`src/rtl/ioram_loader_pkg.sv`:
```
// Shared types and constants for the I/O RAM serial loader.
//   ADDR_W         : width of the I/O RAM address and of the byte counter
//   loader_state_t : receive/write sequencing states
package ioram_loader_pkg;

  localparam int unsigned ADDR_W = 14;

  typedef enum logic [2:0] {
    StIdle,
    StStart,
    StData,
    StStop,
    StWrite
  } loader_state_t;

endpackage

```
`src/rtl/uart_rx_core.sv`:
```
// 8N1 serial receiver: input synchroniser, bit timer and LSB-first shift register.
// Ports:
//   clk, rst    : clock, asynchronous active-high reset
//   rx          : raw serial line (idles high)
//   start_en    : a new frame may only be detected while this is high
//   busy        : receiver is inside a frame
//   byte_valid  : one-cycle pulse, stop bit sampled high; data holds the byte
//   frame_err   : one-cycle pulse, stop bit sampled low
//   data        : shift register contents
module uart_rx_core
  import ioram_loader_pkg::*;
#(
  parameter int unsigned ClksPerBit = 434
) (
  input  logic       clk,
  input  logic       rst,
  input  logic       rx,
  input  logic       start_en,
  output logic       busy,
  output logic       byte_valid,
  output logic       frame_err,
  output logic [7:0] data
);

  localparam int unsigned TimerW = (ClksPerBit > 1) ? $clog2(ClksPerBit) : 1;
  localparam logic [TimerW-1:0] HalfLast = TimerW'(ClksPerBit / 2 - 1);
  localparam logic [TimerW-1:0] BitLast  = TimerW'(ClksPerBit - 1);

  logic              rx_meta_q, rx_s_q;
  loader_state_t     state_q, state_d;
  logic [TimerW-1:0] timer_q, timer_d;
  logic [2:0]        bit_idx_q, bit_idx_d;
  logic [7:0]        shift_q, shift_d;
  logic              bit_tick, half_tick;

  // Two-flop synchroniser; resets to the idle line level.
  always_ff @(posedge clk or posedge rst) begin
    if (rst) begin
      rx_meta_q <= 1'b1;
      rx_s_q    <= 1'b1;
    end else begin
      rx_meta_q <= rx;
      rx_s_q    <= rx_meta_q;
    end
  end

  assign bit_tick  = (timer_q == BitLast);
  assign half_tick = (timer_q == HalfLast);

  // State register
  always_ff @(posedge clk or posedge rst) begin
    if (rst) begin
      state_q <= StIdle;
    end else begin
      state_q <= state_d;
    end
  end

  // Next-state logic
  always_comb begin
    state_d = state_q;
    unique case (state_q)
      StIdle:  if (start_en && !rx_s_q) state_d = StStart;
      // Line back high at mid start bit is treated as a glitch.
      StStart: if (half_tick) state_d = rx_s_q ? StIdle : StData;
      StData:  if (bit_tick && (bit_idx_q == 3'd7)) state_d = StStop;
      StStop:  if (bit_tick) state_d = StIdle;
      default: state_d = StIdle;
    endcase
  end

  // Outputs
  always_comb begin
    busy       = (state_q != StIdle);
    byte_valid = 1'b0;
    frame_err  = 1'b0;
    if ((state_q == StStop) && bit_tick) begin
      byte_valid = rx_s_q;
      frame_err  = !rx_s_q;
    end
  end

  assign data = shift_q;

  // Bit timer, bit index and shift register
  always_comb begin
    timer_d   = timer_q + TimerW'(1);
    bit_idx_d = bit_idx_q;
    shift_d   = shift_q;
    unique case (state_q)
      StIdle: timer_d = '0;
      StStart: begin
        if (half_tick) begin
          timer_d   = '0;
          bit_idx_d = '0;
        end
      end
      StData: begin
        if (bit_tick) begin
          timer_d   = '0;
          shift_d   = {rx_s_q, shift_q[7:1]};
          bit_idx_d = bit_idx_q + 3'd1;
        end
      end
      StStop:  if (bit_tick) timer_d = '0;
      default: timer_d = '0;
    endcase
  end

  always_ff @(posedge clk or posedge rst) begin
    if (rst) begin
      timer_q   <= '0;
      bit_idx_q <= '0;
      shift_q   <= '0;
    end else begin
      timer_q   <= timer_d;
      bit_idx_q <= bit_idx_d;
      shift_q   <= shift_d;
    end
  end

endmodule

```
`src/rtl/ioram_uart_loader.sv`:
```
// Serial-to-I/O-RAM loader: writes each good 8N1 byte to consecutive I/O RAM
// addresses starting at BASE_ADDR.
// Ports:
//   clk, rst    : clock, asynchronous active-high reset
//   Rx          : serial input (idles high)
//   Enable      : allows new frames to start
//   Clear       : synchronous pointer/count/error clear
//   Address     : current write pointer
//   DataWrite   : last received good byte
//   WrEnable    : one-cycle I/O RAM write strobe
//   Busy        : receiving or writing
//   FrameError  : sticky bad-stop-bit flag
//   ByteCount   : bytes written, saturating at MEM_DEPTH
module ioram_uart_loader
  import ioram_loader_pkg::*;
#(
  parameter int unsigned CLK_FREQ  = 50_000_000,
  parameter int unsigned BAUD      = 115_200,
  parameter int unsigned MEM_DEPTH = 10240,
  parameter int unsigned BASE_ADDR = 0
) (
  input  logic              clk,
  input  logic              rst,
  input  logic              Rx,
  input  logic              Enable,
  input  logic              Clear,
  output logic [ADDR_W-1:0] Address,
  output logic [7:0]        DataWrite,
  output logic              WrEnable,
  output logic              Busy,
  output logic              FrameError,
  output logic [ADDR_W-1:0] ByteCount
);

  localparam int unsigned ClksPerBit = CLK_FREQ / BAUD;
  localparam logic [ADDR_W-1:0] BaseAddr = ADDR_W'(BASE_ADDR);
  localparam logic [ADDR_W-1:0] LastAddr = ADDR_W'(MEM_DEPTH - 1);
  localparam logic [ADDR_W-1:0] CountMax = ADDR_W'(MEM_DEPTH);

  logic              rx_busy, rx_valid, rx_ferr;
  logic [7:0]        rx_data;
  logic              write_q, write_d;
  logic [ADDR_W-1:0] ptr_q, ptr_d;
  logic [ADDR_W-1:0] cnt_q, cnt_d;
  logic [7:0]        data_q, data_d;
  logic              ferr_q, ferr_d;

  // No start detection during the write cycle.
  uart_rx_core #(
    .ClksPerBit(ClksPerBit)
  ) u_rx (
    .clk       (clk),
    .rst       (rst),
    .rx        (Rx),
    .start_en  (Enable && !write_q),
    .busy      (rx_busy),
    .byte_valid(rx_valid),
    .frame_err (rx_ferr),
    .data      (rx_data)
  );

  always_comb begin
    write_d = rx_valid;
    data_d  = rx_valid ? rx_data : data_q;
    ferr_d  = ferr_q | rx_ferr;
    ptr_d   = ptr_q;
    cnt_d   = cnt_q;
    if (write_q) begin
      // Wrap goes to 0, not to the base address.
      ptr_d = (ptr_q == LastAddr) ? '0 : ptr_q + ADDR_W'(1);
      if (cnt_q != CountMax) cnt_d = cnt_q + ADDR_W'(1);
    end
    // Clear wins over the post-write increment; the write itself still happens.
    if (Clear) begin
      ptr_d  = BaseAddr;
      cnt_d  = '0;
      ferr_d = 1'b0;
    end
  end

  always_ff @(posedge clk or posedge rst) begin
    if (rst) begin
      write_q <= 1'b0;
      data_q  <= '0;
      ferr_q  <= 1'b0;
      ptr_q   <= BaseAddr;
      cnt_q   <= '0;
    end else begin
      write_q <= write_d;
      data_q  <= data_d;
      ferr_q  <= ferr_d;
      ptr_q   <= ptr_d;
      cnt_q   <= cnt_d;
    end
  end

  assign Address    = ptr_q;
  assign DataWrite  = data_q;
  assign WrEnable   = write_q;
  assign Busy       = rx_busy | write_q;
  assign FrameError = ferr_q;
  assign ByteCount  = cnt_q;

endmodule

```
`config.mk`:
```
export PLATFORM = sky130hd
export DESIGN_NAME = ioram_uart_loader
export DESIGN_NICKNAME = d
export VERILOG_FILES = /design/src/rtl/ioram_loader_pkg.sv /design/src/rtl/uart_rx_core.sv /design/src/rtl/ioram_uart_loader.sv
export SDC_FILE = /design/constraint.sdc
export NUM_CORES = 1
export LEC_CHECK = 0
export CAP_MARGIN = 20
export CORE_UTILIZATION = 49
export CTS_BUF_LIST = sky130_fd_sc_hd__clkbuf_16
export CTS_CLUSTER_SIZE = 20
export DETAILED_ROUTE_END_ITERATION = 10
export PLACE_DENSITY = 0.75
export SLEW_MARGIN = 20
export SYNTH_ARGS = -nofsm -noshare
export SYNTH_HDL_FRONTEND = slang
export SYNTH_HIERARCHICAL = 1
export SYNTH_SLANG_ARGS = --single-unit
```
`constraint.sdc`:
```
create_clock -name clk -period 1.9 [get_ports clk]
set_input_delay 0.19 -clock clk [delete_from_list [all_inputs] [get_ports clk]]
set_output_delay 0.19 -clock clk [all_outputs]
set_load 0.02 [all_outputs]
```
# After elaboration in Yosys (flattened, before gate mapping)
# Cells that the tools add are included.
# totals
regBits	63
output_inout_bits	39
wordCells	67
# op_classes
addsub	4
n_eq_ne	13
n_mux	21
n_bitwise	2
n_reduce_logical	16
# op_table
op	count
2-to-1 mux 14 bit	6
adder 14 x 1 -> 14 bit (second input constant)	2
2-to-1 mux 3 bit	6
2-to-1 mux 9 bit	2
one-hot mux 9 bit (2 select lines)	1
equality test 14 bit (second input constant)	1
!= test 14 bit (second input constant)	1
one-hot mux 3 bit (4 select lines)	1
!= test 2 x 1 -> 1 bit (second input constant)	5
adder 9 x 1 -> 9 bit (second input constant)	1
equality test 9 x 8 -> 1 bit (second input constant)	1
equality test 9 bit (second input constant)	1
equality test 3 x 2 -> 1 bit (second input constant)	2
one-hot mux 3 bit (2 select lines)	1
nonzero test 2 bit	3
logical AND 1 bit	4
AND reduction 2 bit	2
AND reduction 4 bit	1
adder 3 x 1 -> 3 bit (second input constant)	1
equality test 3 x 1 -> 1 bit (second input constant)	1
equality test 3 bit (second input constant)	1
logical NOT 3 bit	1
2-to-1 mux 1 bit	3
AND reduction 3 bit	1
5 further kinds	7

# Depth between registers and ports, before layout
# Gate-level depths: netlist of run 1.
# logic_depth
word_depth	5
mapped_depth	7
depth_no_buf	7

# By module
# The synthesis of run 1 kept the hierarchy.
# modules_own_cells
mod	instances	cells_each	area_per_inst_um2	seq_area_each_um2
ioram_uart_loader	1	182	1855.5	950.9
uart_rx_core	1	96	1172.4	603.1

# Worst setup path before layout of run 1
# OpenSTA, ideal clock, no wires.
# synth_path
kind	register -> register
start	register u_rx.timer_q[1]
end	register data_q[0], in the netlist DataWrite[0]
arrival_time_ns	1.882
required_ns	1.775
setup_slack_ns	-0.107
path_stages_with_launch	8
period_less_slack_ns	2.007
path_cell_list	dfrtp_1 > inv_1 > ha_1 > nand4bb_2 > nor4_1 > and2_1 > clkbuf_1 > mux2_2
# synth_between
elab_chain_cells	3
# synth_rtl
element	line_no	source
from (decl)	uart_rx_core.sv:31	logic [TimerW-1:0] timer_q, timer_d;
from (signal assigned)	uart_rx_core.sv:116	timer_q <= timer_d;
equality test 9 bit	uart_rx_core.sv:47	assign bit_tick = (timer_q == BitLast);
logical AND 1 bit	uart_rx_core.sv:77	if ((state_q == StStop) && bit_tick) begin
2-to-1 mux 1 bit	uart_rx_core.sv:77	
named net rx_valid	ioram_uart_loader.sv:40	logic rx_busy, rx_valid, rx_ferr;
to (signal assigned)	ioram_uart_loader.sv:90	data_q <= data_d;
to (decl)	ioram_uart_loader.sv:45	logic [7:0] data_q, data_d;
# The timed path passes the listed nets, and every way through them passes these cells.
# A chain may end at the register's enable or synchronous reset.

# Worst setup path after layout of run 1
# layout_path
start	register ptr_q[0], in the netlist Address[0]
end	register ptr_q[12], in the netlist Address[12]
# layout_between
elab_chain_cells	4
elab_cells_between_ends	5
cone_classes	add/sub (1); eq/ne (1); mux (3)
# layout_rtl
element	line_no	source
from (decl)	ioram_uart_loader.sv:43	logic [ADDR_W-1:0] ptr_q, ptr_d;
from (signal assigned)	ioram_uart_loader.sv:86	ptr_q <= BaseAddr;
from (signal assigned)	ioram_uart_loader.sv:92	ptr_q <= ptr_d;
adder 14 x 1 -> 14 bit or equality test 14 bit (tied branches)	ioram_uart_loader.sv:70	ptr_d = (ptr_q == LastAddr) ? '0 : ptr_q + ADDR_W'(1);
2-to-1 mux 14 bit *	ioram_uart_loader.sv:70	
2-to-1 mux 14 bit *	ioram_uart_loader.sv:68	if (write_q) begin
2-to-1 mux 14 bit *	ioram_uart_loader.sv:74	if (Clear) begin
# Mark *: on every way between the ends. The rest lies on a longest branch, timed or not. The select of a mux whose other input is x is not followed.

==> results of run 1 <==
-- worst max path at each step --
stage	endpoint	slack, ps
5_1_grt	Address[12]$_DFFE_PP0P_	0.6
3_3_place_gp	Address[13]$_DFFE_PP0P_	120
2_1_floorplan	DataWrite[0]$_DFFE_PP0P_	8
4_1_cts	Address[12]$_DFFE_PP0P_	30
3_5_place_dp	Address[8]$_DFFE_PP0P_	50
6_report	Address[12]$_DFFE_PP0P_	80
-- flip-flops by register name, summed over array words and instances, names as in the netlist --
| register | count |
|---|---|
| u_rx/state_q | 2 |
| WrEnable | 1 |
| FrameError | 1 |
| u_rx/rx_s_q | 1 |
| DataWrite | 8 |
| ByteCount | 14 |
| u_rx/data | 8 |
| u_rx/rx_meta_q | 1 |
| u_rx/timer_q | 9 |
| Address | 14 |
| u_rx/bit_idx_q | 3 |
-- routing by layer --
layer / share of wire, % / vias to the layer above
li1: - / 1127
met1: 45 / 1142
met2: 50 / 50
met3: 4.1 / 5
met4: 0.80 / 0
met5: 0 / -
-- area by class of cell --
cell class | count | area, um2
Clock buffer | 9 | 225.2
Clock inverter | 7 | 97.59
Fill cell | 458 | 1933
Inverter | 13 | 48.80
Multi-Input combinational cell | 195 | 1375
Sequential cell | 62 | 1555
Tap cell | 75 | 93.84
Timing Repair Buffer | 66 | 626.9
-- critical path: cells and delay by family, from the launching register on --
family	cells	cell delay (ps)
and+or+nand+nor	3	690
buffers and inverters	1	190
DFF	1	400
adders and majority gates	1	200
AOI/OAI and AO/OA	1	220
-- synthesized netlist by cell type, drive strengths merged (2+ instances only) --
library cell	number	area share, %
or2	2	0.41
buf	5	1.3
o31ai	2	0.95
nand3	4	0.66
xor2	12	3.5
dfstp	2	1.7
or3	3	0.66
nor2b	4	0.83
o2bb2ai	2	0.58
nor4	10	2.6
clkbuf	3	0.37
o21ai	6	0.99
ha	8	3.3
dfrtp	60	50
o211ai	2	0.50
nand2	19	2.4
nand4	10	2.1
nand4b	3	1.4
mux2	17	6.3
nand4bb	2	0.91
inv	13	1.6
and3	2	0.45
nor2	40	5.0
nor3	6	0.99
a21oi	8	1.3
o21a	2	0.50
and2	2	0.41
xnor2	14	4.0
mux2i	3	0.99
o2111ai	6	1.7
-- cells by family after synthesis --
kind of cell,count (synthesis),synth area share (%)
flops,62,51.32
buf+inv,21,3.264
xor+xnor,26,7.521
fa+ha+maj,8,3.306
mux,20,7.314
simple gates,109,19.50
compound gates,32,7.769
-- power breakdown --
group | leakage, nW | total [mW] | switching [mW] | internal [mW]
combinational | 0.762 | 0.340 | 0.182 | 0.158
sequential | 0.847 | 1.42 | 0.0440 | 1.38
clock | 0.152 | 1.76 | 0.610 | 1.15
total | 1.76 | 3.52 | 0.836 | 2.69
-- repair_timing --
action,4_1_cts,5_1_grt
endpoints found under the hold margin,0,0
buffers inserted,0,1
endpoints found under the setup margin,1,9
pin swaps,0,1
resized for setup,1,0
==> flow_summary.yaml, run 1 <==
clocking:
  hold_buffers: 0
  htreeDepth: 3
  cts_made_buffers: 9
  path_clk_slew_ps: 60
  cts_tree: "built"
  clock-sinks: 62
  clk_latency_ps: 330
  cts_buffer_depth: 2
  root_buffer: "clkbuf_16"
timing:
  slew_violations: 0
  tns_ps: 0
  setup_slack_ps: 80.58
  timing.final.crit_share_pct: 95.76
  hold_ws_ps: 236.9
  hold_viol: 0
  relSlewSlack_pct: 67.11
  fmax_mhz: 549.6
  period_minus_slack_ps: 1819
  final.setup_skew_ps: 5.144
  worst_slew_pin_slew_ps: 493.3
  finalSetupViolations: 0
  rsz0062_at_grt: "false"
synthesis:
  netlist_area_um2: 3028
  avgSynthCellArea_um2: 10.89
  yosysWarnings: 6
  syn_inst: 278
  synth-seq-cells: 62
  ys.flop_type: "dfrtp_1"
  synthArstFlopShare_pct: 100.0
  synth_fp_nets: 291
  ys_types: 47
  synth_edf_count: 0
  yosysSeqAreaShare_pct: 51.32
placed_design:
  dp_slack_ps: 53.42
  gp_congestion: 0.8178
  dpl.hpwl_mm: 4.262
  port_buffers: 43
  placed_cell_area_um2: 3694
  dp_cells: 410
setup_path:
  r2r_setup_slack_ps: 80
  end_kind: "flip-flop"
  crit_required_ps: 2120
  path_cells: "ha_1 -> nand2_2 -> or4b_4 -> o31ai_4 -> buf_4 -> nor2_1"
  r2r_end: "Address[12]$_DFFE_PP0P_"
  rr_startpoint: "Address[0]$_DFFE_PP0P_"
  worstPathMaxFanout: 9
  worstPathArrival_ps: 2040
  worstSetupPathType: "flip-flop to flip-flop"
  cp-start-kind: "flip-flop"
  critPathMaxStageDelay_ps: 550
  slowest_stage: "or4b_4"
  rr_worst_depth: 6
  startpoint: "Address[0]$_DFFE_PP0P_"
grt:
  met3_usage_pct: 6.364
  grt_pass1_wl_mm: 10.44
  grt_overflow: 0
  antenna_found_initial: 0
  grt_max_degree: 39
  first_global_vias: 2216
  grt_use_met1_pct: 26.73
  gr-usage-met2_pct: 35.34
  grtUsageTotal_pct: 21.64
  grt_busiest_layer: "met2"
detailed_routing:
  vias: 2324
  drt_iter0_drc: 99
  dr.pass1.iters: 4
  vias_per_cell: 5.443
  avgRoutedWirePerCell_um: 14.37
  drtAntennaViolNets: 0
  drc: 0
  wirelength_mm: 6.136
floorplan:
  row_count: 28
  die_area_um2: 6498
  placeableCoreArea_um2: 5956
  die_height_um: 80.61
  fp.dieW_um: 80.61
  pin_count: 44
  start_util_pct: 50.84
flow_run:
  maxCapViolations: 0
layout:
  final_common_cell: "dfrtp_1"
  antenna_cells: 0
  final_cell_area_um2: 4023
  mostFrequentLayoutCells: "dfrtp_1 (59), clkdlybuf4s50_1 (42), nor2_1 (40)"
  final_core_util_pct: 67.54
  fin_nets: 360
  final_layout_size_suffix_gt1_share_pct: 20.74
  instances_no_fill: 427
  area_delta_synth_final_pct: 32.85
pwr:
  p_leak_nw: 1.761
  peakVddDrop_v: 0.0006301
  power_per_cell_area_nw_per_um2: 876.2
  total_power_mw: 3.525
worst_hold_path:
  hp-class: "input pin to asynchronous set/reset pin"
run_status:
  status: "complete, no violations"
(Power assumes the default switching activity.)
==> inputs of run 2 (changes only) <==
--- a/config.mk
+++ b/config.mk
@@ -6,6 +6,7 @@
 export NUM_CORES = 1
 export LEC_CHECK = 0
 export CAP_MARGIN = 20
+export CORE_MARGIN = 1
 export CORE_UTILIZATION = 49
 export CTS_BUF_LIST = sky130_fd_sc_hd__clkbuf_16
 export CTS_CLUSTER_SIZE = 20
==> constraint.sdc (replaced) <==
create_clock -name clk -period 1.9 [get_ports clk]
set_input_delay 0.19 -clock clk [delete_from_list [all_inputs] [get_ports clk]]
set_output_delay 0.19 -clock clk [all_outputs]
set_load 0.005 [all_outputs]
==> flow_summary.yaml, run 2 (synthesis results as in run 1) <==
run_status:
  status: "complete, no violations"
timing:
  setup_slack_ps: 38.39
  period_minus_slack_ps: 1862
  timing.final.crit_share_pct: 97.98
  final.setup_skew_ps: 6.606
  worst_slew_pin_slew_ps: 493.6
  fmax_mhz: 537.2
  slew_violations: 0
  finalSetupViolations: 0
  tns_ps: 0
  hold_viol: 0
  relSlewSlack_pct: 67.09
clocking:
  cts_made_buffers: 9
  cts_tree: "built"
  root_buffer: "clkbuf_16"
  path_clk_slew_ps: 60
  clock-sinks: 62
  cts_buffer_depth: 2
  clk_latency_ps: 330
  htreeDepth: 3
setup_path:
  crit_required_ps: 2110
  worst-path-buf-inv: 1
  critPathMaxStageDelay_ps: 550
  worstPathMaxFanout: 5
  crit_cells: 6
  path_cells: "ha_2 -> nand2_2 -> or4b_4 -> o31ai_4 -> buf_4 -> nor2_1"
  rr_worst_depth: 6
  crit_family: "simple AND/OR/NAND/NOR gates"
  cp-start-kind: "flip-flop"
  worstSetupPathType: "flip-flop to flip-flop"
  worstPathArrival_ps: 2080
  end_kind: "flip-flop"
  slowest_stage: "or4b_4"
floorplan:
  die_height_um: 80.61
  row_count: 28
  placeableCoreArea_um2: 5956
  start_util_pct: 50.84
  die_area_um2: 6498
  fp.dieW_um: 80.61
  pin_count: 44
grt:
  met3_usage_pct: 4.318
  first_global_vias: 2291
  grt_use_met1_pct: 27.62
  grt_overflow: 0
  gr-usage-met2_pct: 36.02
  grt_busiest_layer: "met2"
  grtUsageTotal_pct: 21.96
  grt_pass1_wl_mm: 10.81
  antenna_found_initial: 0
  grt_max_degree: 39
placed_design:
  dp_slack_ps: 73.97
  port_buffers: 43
  gp_congestion: 0.8325
  dpl.hpwl_mm: 4.369
layout:
  final_core_util_pct: 67.23
  mostFrequentLayoutCells: "dfrtp_1 (58), clkdlybuf4s50_1 (43), nor2_1 (40)"
  final_common_cell: "dfrtp_1"
  final_layout_size_suffix_gt1_share_pct: 21.81
  area_delta_synth_final_pct: 32.23
  fin_nets: 361
  antenna_cells: 0
detailed_routing:
  vias: 2294
  drt_iter0_drc: 136
  drtAntennaViolNets: 0
  wirelength_mm: 6.347
  avgRoutedWirePerCell_um: 14.83
  drc: 0
  dr.pass1.iters: 4
  vias_per_cell: 5.360
pwr:
  p_leak_nw: 1.745
  clock_power_share_pct: 46.4
  intPower_mw: 2.423
  total_power_mw: 3.273
  combinationalPowerShare_pct: 9.7
  p_switching_uw: 850.5
  peakVddDrop_v: 0.0007076
  p_seq_share_pct: 43.9
  sw_frac_of_total_pct: 25.98
  power_per_cell_area_nw_per_um2: 817.5
flow_run:
  maxCapViolations: 0
worst_hold_path:
  hp-class: "input pin to asynchronous set/reset pin"
-- run 2: final timing paths --
check | startpoint | to | slack [ps]
worst max register to register | Address[1]$_DFFE_PP0P_ | Address[11]$_DFFE_PP0P_ | 40
max in group asynchronous | rst | u_rx/state_q[1]$_DFFE_PP0P_ | 1160
worst max-delay path | Address[1]$_DFFE_PP0P_ | Address[11]$_DFFE_PP0P_ | 40
worst min register to register | u_rx/rx_meta_q$_DFF_PP1_ | u_rx/rx_s_q$_DFF_PP1_ | 360
min in group clk | Rx | u_rx/rx_meta_q$_DFF_PP1_ | 270
worst min-delay path | rst | u_rx/timer_q[7]$_DFF_PP0_ | 190
-- run 2: repair_timing --
action,in CTS,in global routing
gates resized for setup,1,5
pin swaps,0,1
buffers inserted,0,3
cloned,0,0
hold buffers,0,0
endpoints found under the setup margin,1,18
-- run 2: power by group through the flow --
stage	Sequential [mW]	Combinational [mW]	Clock [mW]
2_1_floorplan	1.47	0.172	0
3_3_place_gp	1.45	0.306	0
3_5_place_dp	1.46	0.312	0
4_1_cts	1.44	0.316	1.55
5_1_grt	1.44	0.359	1.61
6_report	1.44	0.319	1.52
-- run 2: layout make-up --
type | count | area, um2
Fill cell | 470 | 1952
Sequential cell | 62 | 1556
Multi-Input combinational cell | 195 | 1384
Timing Repair Buffer | 67 | 635.6
Clock buffer | 9 | 225.2
Tap cell | 75 | 93.84
Clock inverter | 7 | 55.05
Inverter | 13 | 53.80
-- run 2: metal layers --
layer  wire (um)  up-vias
met2        3174       37
met1        2893     1125
li1            -     1120
met5           0        -
met4         112        0
met3         167       12
-- run 2: through the flow --
stage                     std cells  area [um2]  hold WS (ps)
after CTS                       425        3968         201.8
final                           428        4004         188.3
after floorplan                 278        3029         194.5
after global placement          409        3685         345.7
after global routing            428        4004         240.4
after detailed placement        409        3685         347.5
==> inputs of run 3 (changes only) <==
--- a/config.mk
+++ b/config.mk
@@ -6,12 +6,13 @@
 export NUM_CORES = 1
 export LEC_CHECK = 0
 export CAP_MARGIN = 20
+export CORE_ASPECT_RATIO = 1.2
 export CORE_MARGIN = 1
-export CORE_UTILIZATION = 49
+export CORE_UTILIZATION = 50
 export CTS_BUF_LIST = sky130_fd_sc_hd__clkbuf_16
 export CTS_CLUSTER_SIZE = 20
 export DETAILED_ROUTE_END_ITERATION = 10
-export PLACE_DENSITY = 0.75
+export PLACE_DENSITY = 0.73
 export SLEW_MARGIN = 20
 export SYNTH_ARGS = -nofsm -noshare
 export SYNTH_HDL_FRONTEND = slang
==> constraint.sdc (replaced) <==
create_clock -name clk -period 2.2 [get_ports clk]
set_input_delay 0.22 -clock clk [delete_from_list [all_inputs] [get_ports clk]]
set_output_delay 0.22 -clock clk [all_outputs]
set_load 0.005 [all_outputs]
==> flow_summary.yaml, run 3 (synthesis results as in run 1) <==
run_status:
  status: "complete, no violations"
pwr:
  p_leak_nw: 1.672
  sw_frac_of_total_pct: 23.75
  combinationalPowerShare_pct: 6.7
  p_seq_share_pct: 45.1
  p_switching_uw: 668.6
  peakVddDrop_v: 0.0007893
  clock_power_share_pct: 48.1
  intPower_mw: 2.147
  power_per_cell_area_nw_per_um2: 729.5
clocking:
  hold_buffers: 0
  cts_tree: "built"
  htreeDepth: 3
  clk_latency_ps: 330
  cts_made_buffers: 9
  path_clk_slew_ps: 50
  cts_buffer_depth: 2
  clock-sinks: 62
  ctsResizeCount: 0
  root_buffer: "clkbuf_16"
  post_cts_buffers: 0
setup_path:
  crit_required_ps: 2390
  r2r_end: "Address[9]$_DFFE_PP0P_"
  cp-start-kind: "flip-flop"
  worstPathArrival_ps: 2150
  startpoint: "Address[0]$_DFFE_PP0P_"
  rr_startpoint: "Address[0]$_DFFE_PP0P_"
  end_kind: "flip-flop"
  worstPathMaxFanout: 9
  r2r_setup_slack_ps: 250
  worstSetupPathType: "flip-flop to flip-flop"
  rr_worst_depth: 5
timing:
  worst_slew_pin_slew_ps: 624.9
  relSlewSlack_pct: 58.30
  final.setup_skew_ps: 8.886
  timing.final.crit_share_pct: 88.75
  period_minus_slack_ps: 1953
  fmax_mhz: 512.2
  rsz0062_at_grt: "false"
  hold_viol: 0
  tns_ps: 0
  slew_violations: 0
  finalSetupViolations: 0
grt:
  grt_max_degree: 39
  antenna_found_initial: 0
  grt_pass1_wl_mm: 9.901
  grt_overflow: 0
  first_global_vias: 2151
  grtUsageTotal_pct: 20.44
layout:
  mostFrequentLayoutCells: "dfrtp_1 (60), clkdlybuf4s50_1 (43), nor2_1 (40)"
  register_area_um2: 1554
  fin_nets: 345
  antenna_cells: 0
  final_layout_size_suffix_gt1_share_pct: 16.32
  multiInputGateArea_um2: 1375
  final_cell_area_um2: 3860
  area_delta_synth_final_pct: 27.48
  final_common_cell: "dfrtp_1"
  n_fill_cell: 458
placed_design:
  gp_congestion: 0.8332
  dpl.hpwl_mm: 4.008
  port_buffers: 43
  placed_cell_area_um2: 3568
detailed_routing:
  wirelength_mm: 5.897
  drtAntennaViolNets: 0
  dr.pass1.iters: 4
  avgRoutedWirePerCell_um: 14.14
  drc: 0
  vias: 2252
  vias_per_cell: 5.400
  drt_iter0_drc: 133
floorplan:
  die_height_um: 87.25
  pin_count: 44
  row_count: 30
  fp.dieW_um: 73.04
  placeableCoreArea_um2: 5743
  start_util_pct: 52.72
  die_area_um2: 6372
flow_run:
  maxCapViolations: 0
worst_hold_path:
  hp-class: "input pin to asynchronous set/reset pin"
-- run 3: area by class of cell --
cell class	count	share of cell area [%]
Inverter	13	1.264
Sequential cell	62	40.26
Multi-Input combinational cell	195	35.62
Clock inverter	7	1.718
Tap cell	80	2.593
Timing Repair Buffer	51	12.71
Clock buffer	9	5.835
-- run 3: worst max-delay path by stage --
stage / to / slack (ps) / depth (start not counted)
3_5_place_dp: DataWrite[1]$_DFFE_PP0P_ / 210 / 6
6_report: Address[9]$_DFFE_PP0P_ / 250 / 5
4_1_cts: DataWrite[1]$_DFFE_PP0P_ / 220 / 6
2_1_floorplan: DataWrite[0]$_DFFE_PP0P_ / 190 / 7
3_3_place_gp: DataWrite[1]$_DFFE_PP0P_ / 260 / 6
5_1_grt: DataWrite[3]$_DFFE_PP0P_ / 110 / 5
-- run 3: power groups by stage --
stage,Combinational (mW),Clock (mW),Sequential [mW]
after detailed placement,0.191,0,1.29
after CTS,0.193,1.38,1.27
after floorplan,0.149,0,1.27
final,0.189,1.36,1.27
after global routing,0.216,1.43,1.28
after global placement,0.190,0,1.29
-- run 3: per-layer routing --
layer | vias to the layer above | routed length (um) | track usage (%)
li1 | 1088 | - | -
met1 | 1112 | 2668 | 25.70
met2 | 42 | 2949 | 33.42
met3 | 10 | 191 | 4.977
met4 | 0 | 88 | 8.734
met5 | - | 0 | 0
-- run 3: through the flow --
step,total power [mW],utilization [%],cells,hold slack [ps],worst slack (ps)
6_report,2.816,67.21,417,270.3,247.5
5_1_grt,2.920,67.21,417,293.8,110.6
4_1_cts,2.844,67.21,417,274.5,215.3
3_5_place_dp,1.480,62.14,401,347.6,214.5
3_3_place_gp,1.475,62.14,401,346.1,257.0
2_1_floorplan,1.418,-,278,224.5,193.0
-- run 3: critical path, stage by stage (launching register included) --
cell and delay [ps]:
dfrtp_1 400, ha_1 270, nand2_2 100, or4b_4 550, o31ai_4 400, nor2_1 100
